$ cat config.mk
export PLATFORM = sky130hd
export DESIGN_NAME = mem_arbiter_flat
export DESIGN_NICKNAME = d
export VERILOG_FILES = /design/src/rtl/mem_arbiter_pkg.sv /design/src/rtl/mem_arbiter_if.sv /design/src/rtl/mem_arbiter.sv /design/src/flat_wrapper.sv
export SDC_FILE = /design/constraint.sdc
export NUM_CORES = 1
export LEC_CHECK = 0
export BUFFER_PORTS_ARGS = -buffer_cell sky130_fd_sc_hd__buf_4
export CORE_AREA = 2 2 331 333
export DETAILED_ROUTE_END_ITERATION = 7
export DIE_AREA = 0 0 333 335
export PLACE_DENSITY = 0.3
export SYNTH_ARGS = -nofsm -noshare
export SYNTH_HDL_FRONTEND = slang
export SYNTH_SLANG_ARGS = --single-unit
$ cat constraint.sdc
create_clock -name clk -period 1.7 [get_ports clk]
set_input_delay 0.17 -clock clk [delete_from_list [all_inputs] [get_ports clk]]
set_output_delay 0.17 -clock clk [all_outputs]
set_load 0.1 [all_outputs]
$ cat src/rtl/mem_arbiter_pkg.sv
// Shared encodings and default widths for the I/D-cache memory arbiter.
// Grant policy is selected by MEM_ARB_ROUND_ROBIN_EN in mem_arbiter.sv.
package mem_arbiter_pkg;

    localparam int unsigned DEF_ADDR_W = 28;
    localparam int unsigned DEF_DATA_W = 128;

    typedef enum logic [1:0] {
        IDLE  = 2'd0,
        GNT_I = 2'd1,
        GNT_D = 2'd2
    } arb_state_t;

    typedef enum logic {
        LAST_I = 1'b0,
        LAST_D = 1'b1
    } last_grant_t;

endpackage

$ cat src/rtl/mem_arbiter_if.sv
// Bundle of the I-cache, D-cache and shared memory ports of the arbiter.
// The slave modport is the arbiter's view; master is the environment's view.
interface mem_arbiter_if
    import mem_arbiter_pkg::*;
#(
    parameter int unsigned ADDR_W = DEF_ADDR_W,
    parameter int unsigned DATA_W = DEF_DATA_W
);
    logic              i_mem_read;
    logic              i_mem_write;
    logic [ADDR_W-1:0] i_mem_addr;
    logic [DATA_W-1:0] i_mem_wdata;
    logic [DATA_W-1:0] i_mem_rdata;
    logic              i_mem_ready;

    logic              d_mem_read;
    logic              d_mem_write;
    logic [ADDR_W-1:0] d_mem_addr;
    logic [DATA_W-1:0] d_mem_wdata;
    logic [DATA_W-1:0] d_mem_rdata;
    logic              d_mem_ready;

    logic              mem_read;
    logic              mem_write;
    logic [ADDR_W-1:0] mem_addr;
    logic [DATA_W-1:0] mem_wdata;
    logic [DATA_W-1:0] mem_rdata;
    logic              mem_ready;

    modport slave (
        input  i_mem_read, i_mem_write, i_mem_addr, i_mem_wdata,
        output i_mem_rdata, i_mem_ready,
        input  d_mem_read, d_mem_write, d_mem_addr, d_mem_wdata,
        output d_mem_rdata, d_mem_ready,
        output mem_read, mem_write, mem_addr, mem_wdata,
        input  mem_rdata, mem_ready
    );

    modport master (
        output i_mem_read, i_mem_write, i_mem_addr, i_mem_wdata,
        input  i_mem_rdata, i_mem_ready,
        output d_mem_read, d_mem_write, d_mem_addr, d_mem_wdata,
        input  d_mem_rdata, d_mem_ready,
        input  mem_read, mem_write, mem_addr, mem_wdata,
        output mem_rdata, mem_ready
    );

endinterface

$ cat src/rtl/mem_arbiter.sv
// Two-requester (I-cache, D-cache) arbiter onto one memory port.
// Define MEM_ARB_ROUND_ROBIN_EN for round-robin on ties; default is D-cache priority.
module mem_arbiter
    import mem_arbiter_pkg::*;
#(
    parameter int unsigned ADDR_W = DEF_ADDR_W,
    parameter int unsigned DATA_W = DEF_DATA_W
) (
    input logic          clk,
    input logic          proc_reset,
    mem_arbiter_if.slave bus
);

    arb_state_t        state;
    arb_state_t        grant;
    logic              i_req;
    logic              d_req;
    logic              read_mux;
    logic              write_mux;
    logic [ADDR_W-1:0] addr_mux;
    logic [DATA_W-1:0] wdata_mux;
`ifdef MEM_ARB_ROUND_ROBIN_EN
    last_grant_t       last;
`endif

    assign i_req = bus.i_mem_read | bus.i_mem_write;
    assign d_req = bus.d_mem_read | bus.d_mem_write;

    always_comb begin
        grant = IDLE;
        if (d_req) begin
            grant = GNT_D;
        end else if (i_req) begin
            grant = GNT_I;
        end
`ifdef MEM_ARB_ROUND_ROBIN_EN
        // On a tie, favour whichever requester was not served last.
        if (i_req && d_req) begin
            grant = (last == LAST_D) ? GNT_I : GNT_D;
        end
`endif
    end

    always_ff @(posedge clk or posedge proc_reset) begin
        if (proc_reset) begin
            state <= IDLE;
`ifdef MEM_ARB_ROUND_ROBIN_EN
            last  <= LAST_I;
`endif
        end else begin
            case (state)
                IDLE: begin
                    state <= grant;
`ifdef MEM_ARB_ROUND_ROBIN_EN
                    if (grant == GNT_I) begin
                        last <= LAST_I;
                    end else if (grant == GNT_D) begin
                        last <= LAST_D;
                    end
`endif
                end
                GNT_I, GNT_D: begin
                    if (bus.mem_ready) begin
                        state <= IDLE;
                    end
                end
                default: state <= IDLE;
            endcase
        end
    end

    // Port mux is combinational off the registered grant so a granted request
    // reaches memory in the first grant cycle.
    always_comb begin
        read_mux  = 1'b0;
        write_mux = 1'b0;
        addr_mux  = '0;
        wdata_mux = '0;
        case (state)
            GNT_I: begin
                read_mux  = bus.i_mem_read;
                write_mux = bus.i_mem_write;
                addr_mux  = bus.i_mem_addr;
                wdata_mux = bus.i_mem_wdata;
            end
            GNT_D: begin
                read_mux  = bus.d_mem_read;
                write_mux = bus.d_mem_write;
                addr_mux  = bus.d_mem_addr;
                wdata_mux = bus.d_mem_wdata;
            end
            default: ;
        endcase
    end

    assign bus.mem_read    = read_mux;
    assign bus.mem_write   = write_mux;
    assign bus.mem_addr    = addr_mux;
    assign bus.mem_wdata   = wdata_mux;

    assign bus.i_mem_ready = bus.mem_ready & (state == GNT_I);
    assign bus.d_mem_ready = bus.mem_ready & (state == GNT_D);
    assign bus.i_mem_rdata = bus.mem_rdata;
    assign bus.d_mem_rdata = bus.mem_rdata;

endmodule

$ cat src/flat_wrapper.sv
// flat-port wrapper written by rule: the top's interface ports become plain ports
module mem_arbiter_flat import mem_arbiter_pkg::*;
#(
    parameter int unsigned ADDR_W = DEF_ADDR_W,
    parameter int unsigned DATA_W = DEF_DATA_W
)
  (clk, proc_reset, bus_i_mem_read, bus_i_mem_write, bus_i_mem_addr, bus_i_mem_wdata, bus_i_mem_rdata, bus_i_mem_ready, bus_d_mem_read, bus_d_mem_write, bus_d_mem_addr, bus_d_mem_wdata, bus_d_mem_rdata, bus_d_mem_ready, bus_mem_read, bus_mem_write, bus_mem_addr, bus_mem_wdata, bus_mem_rdata, bus_mem_ready);
  mem_arbiter_if #(.ADDR_W(ADDR_W), .DATA_W(DATA_W)) bus_i ();
  input logic clk;
  input logic proc_reset;
  input wire logic [$bits(bus_i.i_mem_read)-1:0] bus_i_mem_read;
  input wire logic [$bits(bus_i.i_mem_write)-1:0] bus_i_mem_write;
  input wire logic [$bits(bus_i.i_mem_addr)-1:0] bus_i_mem_addr;
  input wire logic [$bits(bus_i.i_mem_wdata)-1:0] bus_i_mem_wdata;
  output wire logic [$bits(bus_i.i_mem_rdata)-1:0] bus_i_mem_rdata;
  output wire logic [$bits(bus_i.i_mem_ready)-1:0] bus_i_mem_ready;
  input wire logic [$bits(bus_i.d_mem_read)-1:0] bus_d_mem_read;
  input wire logic [$bits(bus_i.d_mem_write)-1:0] bus_d_mem_write;
  input wire logic [$bits(bus_i.d_mem_addr)-1:0] bus_d_mem_addr;
  input wire logic [$bits(bus_i.d_mem_wdata)-1:0] bus_d_mem_wdata;
  output wire logic [$bits(bus_i.d_mem_rdata)-1:0] bus_d_mem_rdata;
  output wire logic [$bits(bus_i.d_mem_ready)-1:0] bus_d_mem_ready;
  output wire logic [$bits(bus_i.mem_read)-1:0] bus_mem_read;
  output wire logic [$bits(bus_i.mem_write)-1:0] bus_mem_write;
  output wire logic [$bits(bus_i.mem_addr)-1:0] bus_mem_addr;
  output wire logic [$bits(bus_i.mem_wdata)-1:0] bus_mem_wdata;
  input wire logic [$bits(bus_i.mem_rdata)-1:0] bus_mem_rdata;
  input wire logic [$bits(bus_i.mem_ready)-1:0] bus_mem_ready;
  assign bus_i.i_mem_read = bus_i_mem_read;
  assign bus_i.i_mem_write = bus_i_mem_write;
  assign bus_i.i_mem_addr = bus_i_mem_addr;
  assign bus_i.i_mem_wdata = bus_i_mem_wdata;
  assign bus_i_mem_rdata = bus_i.i_mem_rdata;
  assign bus_i_mem_ready = bus_i.i_mem_ready;
  assign bus_i.d_mem_read = bus_d_mem_read;
  assign bus_i.d_mem_write = bus_d_mem_write;
  assign bus_i.d_mem_addr = bus_d_mem_addr;
  assign bus_i.d_mem_wdata = bus_d_mem_wdata;
  assign bus_d_mem_rdata = bus_i.d_mem_rdata;
  assign bus_d_mem_ready = bus_i.d_mem_ready;
  assign bus_mem_read = bus_i.mem_read;
  assign bus_mem_write = bus_i.mem_write;
  assign bus_mem_addr = bus_i.mem_addr;
  assign bus_mem_wdata = bus_i.mem_wdata;
  assign bus_i.mem_rdata = bus_mem_rdata;
  assign bus_i.mem_ready = bus_mem_ready;
  mem_arbiter #(.ADDR_W(ADDR_W), .DATA_W(DATA_W)) u_core (.clk(clk), .proc_reset(proc_reset), .bus(bus_i));
endmodule
==> results by group <==
Run status
  • Outcome: finished with violations
  • Violated checks: negative setup slack

Synth
  • Post-Syn Area: 4640 µm²
  • Synth Net Count: 1092
  • Syn Area/Cell: 7.23 µm²
  • Biggest area consumer among synthesized cells: buf_4
  • Post-Syn Instances: 642
  • Synth Warn #: 0
  • Distinct cells, synth: 15
  • Post-synth top area share: 43.5%
  • Fraction of the yosys area taken by sequential cells: 1.08%
  • Top post-synthesis cells by area: buf_4 (44%), a22oi_1 (26%), nor2b_1 (21%), buf_6 (3.6%), buf_2 (2.3%)
  • Flops & latches, synth: 2

Critical path
  • Req. time, crit path: 1530 ps
  • Stages on worst setup path: 9
  • Reg2reg setup slack: 40 ps
  • CP startpoint kind: register
  • Critical Path Max Stage Delay: 360 ps
  • R2R Path End: u_core.state[0]$_DFFE_PP0P_
  • Worst flop-to-flop path startpoint: u_core.state[1]$_DFFE_PP0P_
  • Delay-heaviest family, CP: buffers and inverters
  • Most frequent CP cell: buf_12
  • Setup crit end kind: output pin
  • Number of buffers and inverters on the critical path: 7
  • Worst path cell trace: inv_2, buf_6, ha_4, buf_12, buf_12, buf_12, buf_16, nor2b_4, buf_12
  • Worst Reg-to-Reg Cells: 9
  • Crit path kind: register to output pin
  • Crit path launch: u_core.state[1]$_DFFE_PP0P_
  • Critical Path AT: 1970 ps
  • CP Max Fanout: 6
  • Slowest stage cell, crit path: dfrtp_1

Pwr
  • Total power: 29.9 mW
  • Power share of the combinational group: 98.5%
  • Sequential share of power: 0.3%
  • VDD IR-drop max: 0.000917 V
  • Pwr dens: 2130 nW/µm²
  • Switching share of power: 53.9%
  • Pint: 13.8 mW
  • Pleak: 5.40 nW
  • NetSw: 16.1 mW
  • Clock share of power: 1.2%

STA
  • Final Skew: 1.31 ps
  • Min Tclk post-route: 2140 ps
  • Worst slew pin tran: 415 ps
  • Slew margin rel.: 72.4%
  • Final hold vios: 0
  • Fin Setup TNS: -58660 ps
  • RSZ-0062 raised after global routing: true
  • Setup ws final: -438 ps
  • Final setup violation count: 160
  • Max Slew Vio Count: 0
  • Fin Hold WS: 253 ps
  • Period utilisation layout: 126%
  • Max Freq: 468 MHz

Clocking
  • Worst skew pair latency: 220 ps
  • H-tree depth: 1
  • Maximum buffer depth of the clock tree: 2
  • Reg clk slew, reported paths: 30 ps
  • Number of buffers created by CTS: 3
  • CTS Sinks: 2
  • CTS root buf: clkbuf_16
  • CTS tree: yes

Global routing
  • Vias in the first global route: 6746
  • Largest net degree at the start of global routing: 37
  • Gr usage total: 7.26%
  • Initial antenna violation count: 3
  • Remaining global-route overflow: 0
  • First-pass GRT wire length: 56600 µm

Hold path
  • Hold Path Depth: 3
  • Startpoint of the worst hold path: bus_d_mem_write
  • Hold/Removal Path Class: input pin to register
  • WHS Endpoint: u_core.state[0]$_DFFE_PP0P_

Drt
  • Total Wirelength: 45600 µm
  • DRC: 0
  • DRT iter0 DRCs: 118
  • Final ANT Viol Nets: 0
  • Pre-antenna DRT Iters: 4
  • Vias/cell: 2.50
  • DR WL/cell: 19.0 µm
  • Via count: 6006

Placed design
  • Pre-CTS WS: -424 ps
  • Number of I/O port buffers: 478
  • Routability cong.: 0.740
  • Dpl hpwl: 35900 µm
  • DP Cell Count: 2340

Layout
  • # nets final: 1434
  • Layout cells sized above 1: 95.7%
  • Largest regs: u_core.state x2
  • Most frequent cells in the layout: buf_4 (382), buf_12 (192), nor2b_4 (156), a22oi_2 (123), a22oi_1 (35)
  • Filler cells: 12200
  • Area grow syn2layout: 202%
  • Largest register FFs: 2
  • Most common cell after layout, fill and taps aside: buf_4
  • Largest register by flop count: u_core.state
  • Layout Cells excl Fill: 2398

Die
  • Starting Density: 4.29%
  • Core ar.: 108000 µm²
  • Top Ports: 863
  • Die area: 112000 µm²
  • Die W: 333 µm
  • DIE HEIGHT: 335 µm
  • Floorplan row count: 121

Flow run
  • Max Cap Viol: 0
==> worst register-to-register path: cells and delay by family (launching register included) <==
family / cells / cell delay [ps]
buffers and inverters: 6 / 740
flip-flops: 1 / 360
adder cells (fa/ha/maj): 1 / 310
AND/OR/NAND/NOR: 1 / 80
AO/OA/AOI/OAI: 1 / 70
==> power by group through the flow <==
stage                     Clock, mW  Combinational (mW)  Sequential, mW
after floorplan                   0                17.4          0.0769
after global placement            0                22.5          0.0882
after detailed placement          0                22.6          0.0875
after CTS                     0.357                27.7          0.0809
after global routing          0.362                30.7          0.0877
final                         0.354                29.5          0.0865
==> Yosys cell counts <==
cell and number:
clkbuf_1 4, a22oi_1 158, o31ai_1 1, o21ai_0 2
nor2b_1 159, buf_2 21, dfrtp_1 2, buf_6 15
mux2i_1 1, ha_1 3, and2_1 2, or2_2 1
buf_4 269, nand3b_1 1, inv_1 3
==> metal layers <==
metal	up-vias	global-route usage [%]	share of wire [%]
met3	79	1.88	7.1
met5	-	0	0.029
met4	2	1.91	2.5
met2	496	12.8	50
met1	2792	8.70	40
li1	2637	-	-
==> cell families (layout without fill, tap and decap cells) <==
group / after synthesis / count (layout) / synth area share [%]
buf+inv: 312 / 652 / 50.0
compound gates: 161 / 161 / 25.9
flops: 2 / 2 / 1.08
mux: 1 / 1 / 0.216
fa+ha+maj: 3 / 3 / 0.809
other cells: 0 / 2 / 0
simple gates: 163 / 163 / 22.0
==> cell type report <==
type                       count  area [µm²]  share of cell area [%]
clock buffer                   3        75.1                   0.535
multi-input combinational    328        4110                    29.3
timing repair buffer         646        8000                    57.0
inverter                       3        13.8                  0.0981
antenna                        2        5.00                  0.0357
tap                         1414        1770                    12.6
sequential                     2        51.3                   0.366
==> through the flow <==
stage	cell area, µm²	utilization, %
after global placement	10900	10.1
after CTS	12900	12.0
after global routing	14000	13.0
after detailed placement	10900	10.1
final	14000	13.0
after floorplan	5800	-
==> worst max path at each step <==
stage	slack (ps)	endpoint
after global placement	-400	bus_mem_wdata[122]
after CTS	-490	bus_mem_wdata[26]
after floorplan	-280	bus_mem_addr[15]
after detailed placement	-420	bus_mem_wdata[122]
final	-440	bus_mem_wdata[28]
after global routing	-530	bus_mem_wdata[15]
==> what timing repair did <==
action / in CTS / in global routing
endpoints found under the hold margin: 2 / 0
pin swaps: 3 / 13
setup endpoints to repair: 160 / 162
hold buffers: 1 / 0
setup buffers: 19 / 28
gates cloned: 13 / 15
resized for setup: 329 / 155
(Power assumes the default switching activity.)
